<file path="config.mk">
export PLATFORM = sky130hd
export DESIGN_NAME = inst_fetch_ctrl
export DESIGN_NICKNAME = d
export VERILOG_FILES = /design/src/rtl/inst_fetch_ctrl.sv
export SDC_FILE = /design/constraint.sdc
export NUM_CORES = 1
export LEC_CHECK = 0
export CORE_ASPECT_RATIO = 0.5
export CORE_MARGIN = 2
export CORE_UTILIZATION = 53
export CTS_CLUSTER_SIZE = 14
export DETAILED_ROUTE_END_ITERATION = 10
export DONT_BUFFER_PORTS = 1
export GPL_TIMING_DRIVEN = 0
export PLACE_DENSITY = 0.76
export SLEW_MARGIN = 20
export SYNTH_ARGS = -nofsm -noshare
export SYNTH_HDL_FRONTEND = slang
export SYNTH_SLANG_ARGS = --single-unit
</file>
<file path="constraint.sdc">
create_clock -name clk -period 2.3 [get_ports clk]
set_input_delay 0.345 -clock clk [delete_from_list [all_inputs] [get_ports clk]]
set_output_delay 0.345 -clock clk [all_outputs]
set_load 0.03 [all_outputs]
</file>
<file path="src/rtl/inst_fetch_ctrl.sv">
// Instruction fetch controller: walks a combinational ROM, hands words to decode
// over a valid/ready handshake, and supports redirect, halt/resume and address faults.
module inst_fetch_ctrl #(
  parameter logic [31:0] RESET_PC  = 32'h0000_0000,
  parameter int unsigned ROM_WORDS = 256
) (
  input  logic        clk,
  input  logic        rst_n,
  output logic [31:0] ROM_Addr,
  input  logic [31:0] ROM_Inst,
  output logic        IF_Valid,
  input  logic        ID_Ready,
  output logic [31:0] IF_Inst,
  output logic [31:0] IF_PC,
  output logic [31:0] IF_PC4,
  input  logic        Redir_Valid,
  input  logic [31:0] Redir_PC,
  input  logic        Halt_Req,
  input  logic        Resume,
  output logic        Addr_Err,
  output logic [31:0] Fetch_Cnt
);

  localparam logic [31:0] ROM_BYTES = 32'(ROM_WORDS * 4);

  typedef enum logic [1:0] {
    S_WAIT = 2'd0,
    S_RUN  = 2'd1,
    S_HALT = 2'd2
  } state_t;

  state_t      state;
  logic [31:0] fetch_pc;

  logic transfer;
  logic can_adv;
  logic redir_bad;
  logic pc_oob;

  assign ROM_Addr  = fetch_pc;
  assign transfer  = IF_Valid & ID_Ready;
  assign can_adv   = ~IF_Valid | ID_Ready;
  assign redir_bad = (Redir_PC[1:0] != 2'b00) || (Redir_PC >= ROM_BYTES);
  assign pc_oob    = (fetch_pc >= ROM_BYTES);

  // Priority in RUN: redirect, then halt, then normal fetch (which may fault).
  always_ff @(posedge clk or negedge rst_n) begin
    if (!rst_n) begin
      state     <= S_WAIT;
      fetch_pc  <= RESET_PC;
      IF_Valid  <= 1'b0;
      IF_Inst   <= 32'h0;
      IF_PC     <= 32'h0;
      IF_PC4    <= 32'h0;
      Addr_Err  <= 1'b0;
      Fetch_Cnt <= 32'h0;
    end else begin
      if (transfer) Fetch_Cnt <= Fetch_Cnt + 32'd1;

      case (state)
        S_WAIT: state <= S_RUN;

        S_RUN: begin
          if (Redir_Valid) begin
            IF_Valid <= 1'b0;
            if (redir_bad) begin
              Addr_Err <= 1'b1;
              state    <= S_HALT;
            end else begin
              fetch_pc <= Redir_PC;
            end
          end else if (Halt_Req) begin
            state <= S_HALT;
            if (transfer) IF_Valid <= 1'b0;
          end else if (can_adv) begin
            if (pc_oob) begin
              // The outstanding word (if any) is transferring this cycle.
              Addr_Err <= 1'b1;
              IF_Valid <= 1'b0;
              state    <= S_HALT;
            end else begin
              IF_Inst  <= ROM_Inst;
              IF_PC    <= fetch_pc;
              IF_PC4   <= fetch_pc + 32'd4;
              IF_Valid <= 1'b1;
              fetch_pc <= fetch_pc + 32'd4;
            end
          end
        end

        S_HALT: begin
          if (transfer) IF_Valid <= 1'b0;
          if (Resume) begin
            state <= S_RUN;
            if (Addr_Err) begin
              Addr_Err <= 1'b0;
              fetch_pc <= RESET_PC;
            end
          end
        end

        default: state <= S_WAIT;
      endcase
    end
  end

endmodule

</file>
==> metrics.txt, run 1 <==
Hold Path Class=input pin to async pin; Cells after Synth=around 640; vias in the first global route=5169; CP Launch Type=register; H-tree Lvls=4; initial core utilization=roughly 54%; setup ws final=-0.385 ns; Compound-Gate Fraction of Synth Area=under 10%; Synth Area in XOR/XNOR=roughly 4.6%; CTS max path bufs=2; fin nets=approximately 760; post-synth cell types=54; family with the most delay on the worst path=simple AND/OR/NAND/NOR gates; global-route wire length before repair=29200 um; Reg clk slew, reported paths=approximately 0.070 ns; WL/cell=22.4 um; final slew viol count=0; Pwr Total=around 10 mW; clock skew=approximately 0.013 ns; synthesized area=between 7000 and 8000 um2; crit path max fanout=10; Mapped Avg Cell Area=11.2 um2; detailed-route via count=5356; RSZ-0062 raised after global routing=yes; Clk Latency, worst-skew pair=about 0.42 ns; fillers=between 1000 and 1500; hold slack=-0.383 ns; CP Class=register to register; vias per cell=6.16; status=complete, but fails checks; Final Setup Violations=between 100 and 150; Die Wd=roughly 170 um; CP max stage delay=0.58 ns; most numerous cell in the Yosys netlist=dfrtp_1; top-area cell type share of the netlist area=about 56%; num rows=30; largest family of logic cells by synthesized area=simple AND/OR/NAND/NOR gates; # Max-Cap Violations=0; routability cong.=~0.92; Yosys warning count=0; critical path cell sequence=nor4_4 > nand3_2 > or4_4 > nor3_4 > buf_6 > buf_8 > mux2_1; largest net degree at the start of global routing=163; setup_tns=-32.92 ns; Most used DFF post-synth=dfrtp_1; input/output buffers=0; maximum vdd drop=849 uV; simple-gate area share of the yosys netlist=17.0%; sequential area share after synthesis=56.4%; Net Count, Synth=around 700; post-synthesis async set-or-reset flop share=100%; initial antenna violation count=0; Worst EP required=2.59 ns; failing checks=hold timing, setup timing; Worst Tran Pin Value=roughly 0.8 ns; antenna viol nets, final=0; Worst setup EP type=register; die area=14600 um2; Ports=232; Initial DRC Count=640; core area=approximately 13000 um2; crit path buf inv count=2; synthesized-area fraction occupied by adder cells=between 1 and 1.5%; ANT cells=0; mux contribution to synthesized area=around 7.5%; Storage cell area=around 4100 um2; fmax=roughly 0.37 GHz; root buf cell=clkbuf_16; CTS Buf Count=17; total gr overflow=0; TritonCTS clock tree=yes; post-route clock period utilization=117%; reg2reg start=ROM_Addr[15]$_DFFE_PN0P_; PwrDens=between 1000 and 1500 nW/um2; post-synth top area cell=dfrtp_1; Remaining DRCs=0; CP startpoint=ROM_Addr[15]$_DFFE_PN0P_; P&R area growth vs syn=21.1%; CP max-delay cell=or4_4; post-detail-place hpwl=12700 um; placed insts=just over 800; Rel. slew slack=46.5%; post-route minimum period=2.69 ns; share of cells above drive strength 1=between 20% and 30%; static leakage=a little over 4 nW; number of synthesized flops with an enable pin=0; Chip Height=roughly 86 um; Final Non-Filler Cells=870; Multi-input gate area=around 3200 um2; drt first pass iters=5; synth top area cells=dfrtp_1 56%, mux2_2 6.3%, nor2b_1 3.9%; post-synthesis register bit count=between 150 and 200; Commonest cells post-synth=162 x dfrtp_1, 45 x nor2b_1, 40 x mux2_2, 39 x nand2_1, 35 x a21oi_1; GRT Total Usage=approximately 26%; CTS sink cnt=approximately 160; Arr. time, crit path=2.97 ns; Hold Violations, Final=~160; final WL=around 20000 um
## kinds of logic (layout without fill, tap and decap cells)
group           count (synthesis)  after routing
simple gates                  224            224
buf+inv                        49            101
fa+ha+maj                       7              7
compound gates                114            114
flops                         162            162
xor+xnor                       38             38
mux                            48             48
## sequential cells by signal (all words and copies together), names as in the netlist
signal,cells
state,2
Addr_Err,1
IF_Inst,32
IF_Valid,1
IF_PC,32
IF_PC4,30
ROM_Addr,32
Fetch_Cnt,32
## cell type report
cell class              count  area share [%]
plain buffers              31            3.19
clock inverters            14            1.78
multi-input cells         431            37.0
repair buffers             20            2.97
clock buffers              18            5.04
inverters                  18           0.776
well taps                 176            2.53
flip-flops and latches    162            46.7
## timing repair
action	4_1_cts	5_1_grt
endpoints found under the setup margin	136	139
setup buffers	9	9
gates resized for setup	69	56
hold endpoints to repair	162	162
pin swaps	21	18
cloned	2	1
## final timing paths
| check | cells after the start | endpoint | slack, ns |
|---|---|---|---|
| worst max-delay path | 7 | IF_PC[1]$_DFFE_PN0P_ | -0.39 |
| worst min-delay path | 0 | ROM_Addr[8]$_DFFE_PN0P_ | -0.38 |
| worst max register to register | 7 | IF_PC[1]$_DFFE_PN0P_ | -0.39 |
| worst min register to register | 1 | state[1]$_DFFE_PN0P_ | 0.61 |
| max in group asynchronous | 0 | IF_PC[31]$_DFFE_PN0P_ | 2.37 |
| min in group clk | 1 | IF_Inst[29]$_DFFE_PN0P_ | 0.07 |
## through the flow
step / setup slack, ns / cell area [um2] / util [%]
6_report: -0.385 / 8710 / 65.0
5_1_grt: -0.461 / 8710 / 65.0
4_1_cts: -0.295 / 8370 / 62.5
3_5_place_dp: -0.629 / 7440 / 55.5
3_3_place_gp: -0.600 / 7440 / 55.5
2_1_floorplan: -0.0596 / 7220 / -
## where the power goes
| part | switching, mW | internal [mW] |
|---|---|---|
| registers | 1.08 | 3.15 |
| logic | 1.64 | 1.54 |
| clock network | 1.30 | 1.49 |
| total | 4.02 | 6.17 |
## cell usage in the layout, fill, tap and decap left out, types with 7 or more instances in the layout
cell,instances
a21oi_1,29
and3_1,8
buf_4,8
buf_6,16
buf_8,8
clkbuf_1,10
clkbuf_16,18
dfrtp_1,148
dfrtp_2,14
ha_1,7
inv_1,18
mux2_2,33
mux2_4,7
nand2_1,36
nand3_1,32
nand4_1,10
nor2_1,32
nor2b_1,44
nor3_1,17
nor4_1,9
o21ai_0,8
o21ai_2,19
o22ai_2,7
o31ai_1,7
xnor2_1,29
xor2_1,9
## per-layer routing
layer | vias to the layer above | track usage [%] | wire [um]
met5 | - | 0 | 0
met4 | 0 | 7.29 | 308
met3 | 36 | 8.04 | 1900
met2 | 308 | 42.8 | 9570
met1 | 2658 | 32.9 | 7730
li1 | 2354 | - | -
No activity file was read; power rests on OpenSTA's default activity.
==> run 2, diff against run 1 <==
--- a/config.mk
+++ b/config.mk
@@ -5,14 +5,16 @@
 export SDC_FILE = /design/constraint.sdc
 export NUM_CORES = 1
 export LEC_CHECK = 0
+export ABC_CLOCK_PERIOD_IN_PS = 2300
 export CORE_ASPECT_RATIO = 0.5
 export CORE_MARGIN = 2
-export CORE_UTILIZATION = 53
+export CORE_UTILIZATION = 40
 export CTS_CLUSTER_SIZE = 14
 export DETAILED_ROUTE_END_ITERATION = 10
 export DONT_BUFFER_PORTS = 1
 export GPL_TIMING_DRIVEN = 0
-export PLACE_DENSITY = 0.76
+export HOLD_SLACK_MARGIN = 0.02
+export PLACE_DENSITY = 0.61
 export SLEW_MARGIN = 20
 export SYNTH_ARGS = -nofsm -noshare
 export SYNTH_HDL_FRONTEND = slang
==> run 2 against run 1 <==
Effect of this change: sequential power barely moved; design area rose by 2.5%; register-to-register slack improved by 0.11 ns; first-iteration DRC count decreased by 57%; non-clock buffer count decreased by 1; the run still ends with hold timing, setup timing left; global-route usage down 4.2 points; largest power group unchanged; critical path type unchanged; clock-buffer cell count unchanged; sequential share of layout area down 0.99 points.
==> metrics.txt, run 2 (synthesis gave the netlist of run 1 again) <==
WL met2=between 9000 and 10000 um; input/output buffers=0; post-route minimum period=2.57 ns; Remaining DRCs=0; Initial DRC Count=277; share of cells above drive strength 1=28.3%; CP startpoint=ROM_Addr[23]$_DFFE_PN0P_; Reg2Reg Setup Slack=-0.27 ns; vias in the first global route=~5400; Hold Path Class=input pin to async pin; Reg power frac=just over 40%; CTS Buf Count=17; WL/cell=between 20 and 25 um; crit path max fanout=10; Logic pwr share=between 20% and 30%; reg2reg start=ROM_Addr[23]$_DFFE_PN0P_; Die Wd=194 um; static leakage=between 4 and 5 nW; DR WL met3=1820 um; Reg clk slew, reported paths=~0.070 ns; Metal-1 WL=roughly 9000 um; Ports=approximately 230; hold slack=-0.383 ns; P&R area growth vs syn=24.1%; fmax=between 0.3 and 0.4 GHz; setup ws final=-0.273 ns; CTS max path bufs=2; global-route wire length before repair=about 32000 um; status=complete, but fails checks; TritonCTS clock tree=yes; placed insts=around 880; vias per cell=5.70; Psw=roughly 4 mW; detailed-route via count=around 5300; PwrDens=roughly 1100 nW/um2; Net Sw Frac=38.7%; post-detail-place hpwl=13400 um; Worst EP required=between 2 and 3 ns; fin nets=~760; Worst setup EP type=register; Rel. slew slack=around half; drt first pass iters=5; most frequent cells in the layout=140 x dfrtp_1, 42 x nor2b_1, 36 x nand2_1, 34 x mux2_4, 34 x a21oi_1; ANT cells=0; routability cong.=~0.86; GRT Total Usage=a little over a fifth; post-route clock period utilization=112%; core area=between 15000 and 20000 um2; Top Metal Used=met4; H-tree Lvls=4; largest net degree at the start of global routing=around 160; total gr overflow=0; Clock Power Share=between 20% and 30%; final WL=20400 um; # Max-Cap Violations=0; dpl cell area=around 7500 um2; FF-to-FF path depth=6; antenna viol nets, final=0; CTS sink cnt=162; initial antenna violation count=0; Chip Height=~99 um; final slew viol count=0; maximum vdd drop=approximately 640 uV; reg2reg end=IF_Inst[6]$_DFFE_PN0P_; initial core utilization=a little over 40%; Final Instance Area=8930 um2; CP Class=register to register; Clk Latency, worst-skew pair=0.42 ns; num rows=34; Final Non-Filler Cells=927; Internal=about 6.3 mW; root buf cell=clkbuf_16; Worst Tran Pin Value=about 0.76 ns; CP Launch Type=register; die area=around 19000 um2; Final Setup Violations=120; RSZ-0062 raised after global routing=yes; Arr. time, crit path=roughly 2.9 ns; commonest non-fill, non-tap cell in the layout=dfrtp_1; Hold Violations, Final=between 150 and 200; failing checks=hold timing, setup timing; Setup WS pre-CTS=-0.644 ns; clock skew=0.00980 ns
[run 2: per-stage QoR]
stage / utilization, % / setup TNS (ns) / power (mW)
global route: 51.1 / -28.38 / 10.7
global placement: 43.0 / -53.26 / 5.92
detailed placement: 43.0 / -56.47 / 5.96
CTS: 49.6 / -17.81 / 9.93
floorplan: - / -2.37 / 5.33
finish: 51.1 / -17.60 / 10.2
[run 2: worst max path at each step]
stage                                         end  slack, ns  depth (start not counted)
after floorplan           IF_Inst[31]$_DFFE_PN0P_      -0.06                          6
after global placement    ROM_Addr[2]$_DFFE_PN0P_      -0.60                          6
after detailed placement  ROM_Addr[2]$_DFFE_PN0P_      -0.64                          6
after CTS                    IF_PC[0]$_DFFE_PN0P_      -0.28                          8
after global routing       IF_Inst[6]$_DFFE_PN0P_      -0.36                          7
final                      IF_Inst[6]$_DFFE_PN0P_      -0.27                          6
[run 2: repair_timing]
item | in CTS | in global routing
pin swaps | 24 | 8
gates cloned | 4 | 0
endpoints found under the setup margin | 134 | 138
hold endpoints to repair | 162 | 162
buffers inserted | 10 | 6
gates resized for setup | 108 | 53
[run 2: power by group through the flow]
stage | sequential, mW | clock, mW | combinational, mW
floorplan | 4.01 | 0 | 1.32
global placement | 4.20 | 0 | 1.72
detailed placement | 4.20 | 0 | 1.75
CTS | 4.21 | 3.10 | 2.62
global route | 4.30 | 3.23 | 3.13
finish | 4.25 | 3.02 | 2.96
[run 2: metal layers]
metal | global-route usage, % | vias up
li1 | - | 2348
met4 | 9.86 | 0
met3 | 6.61 | 41
met5 | 0 | -
met1 | 28.1 | 2647
met2 | 33.0 | 252
[run 2: cell type report]
cell class                 instances  area, um2
clock buffer                      18        439
timing repair buffer              20        250
buffer                            30        298
multi-input combinational        431       3300
inverter                          18       67.6
clock inverter                    14        194
tap                              234        293
sequential                       162       4080
fill                            1522       8560
[run 2: critical path, cell delays in order, from the launching register on]
cell	delay, ns
dfrtp_2	0.50
or4_4	0.58
or4_4	0.47
nor3_4	0.18
buf_6	0.21
buf_8	0.17
mux2_2	0.33
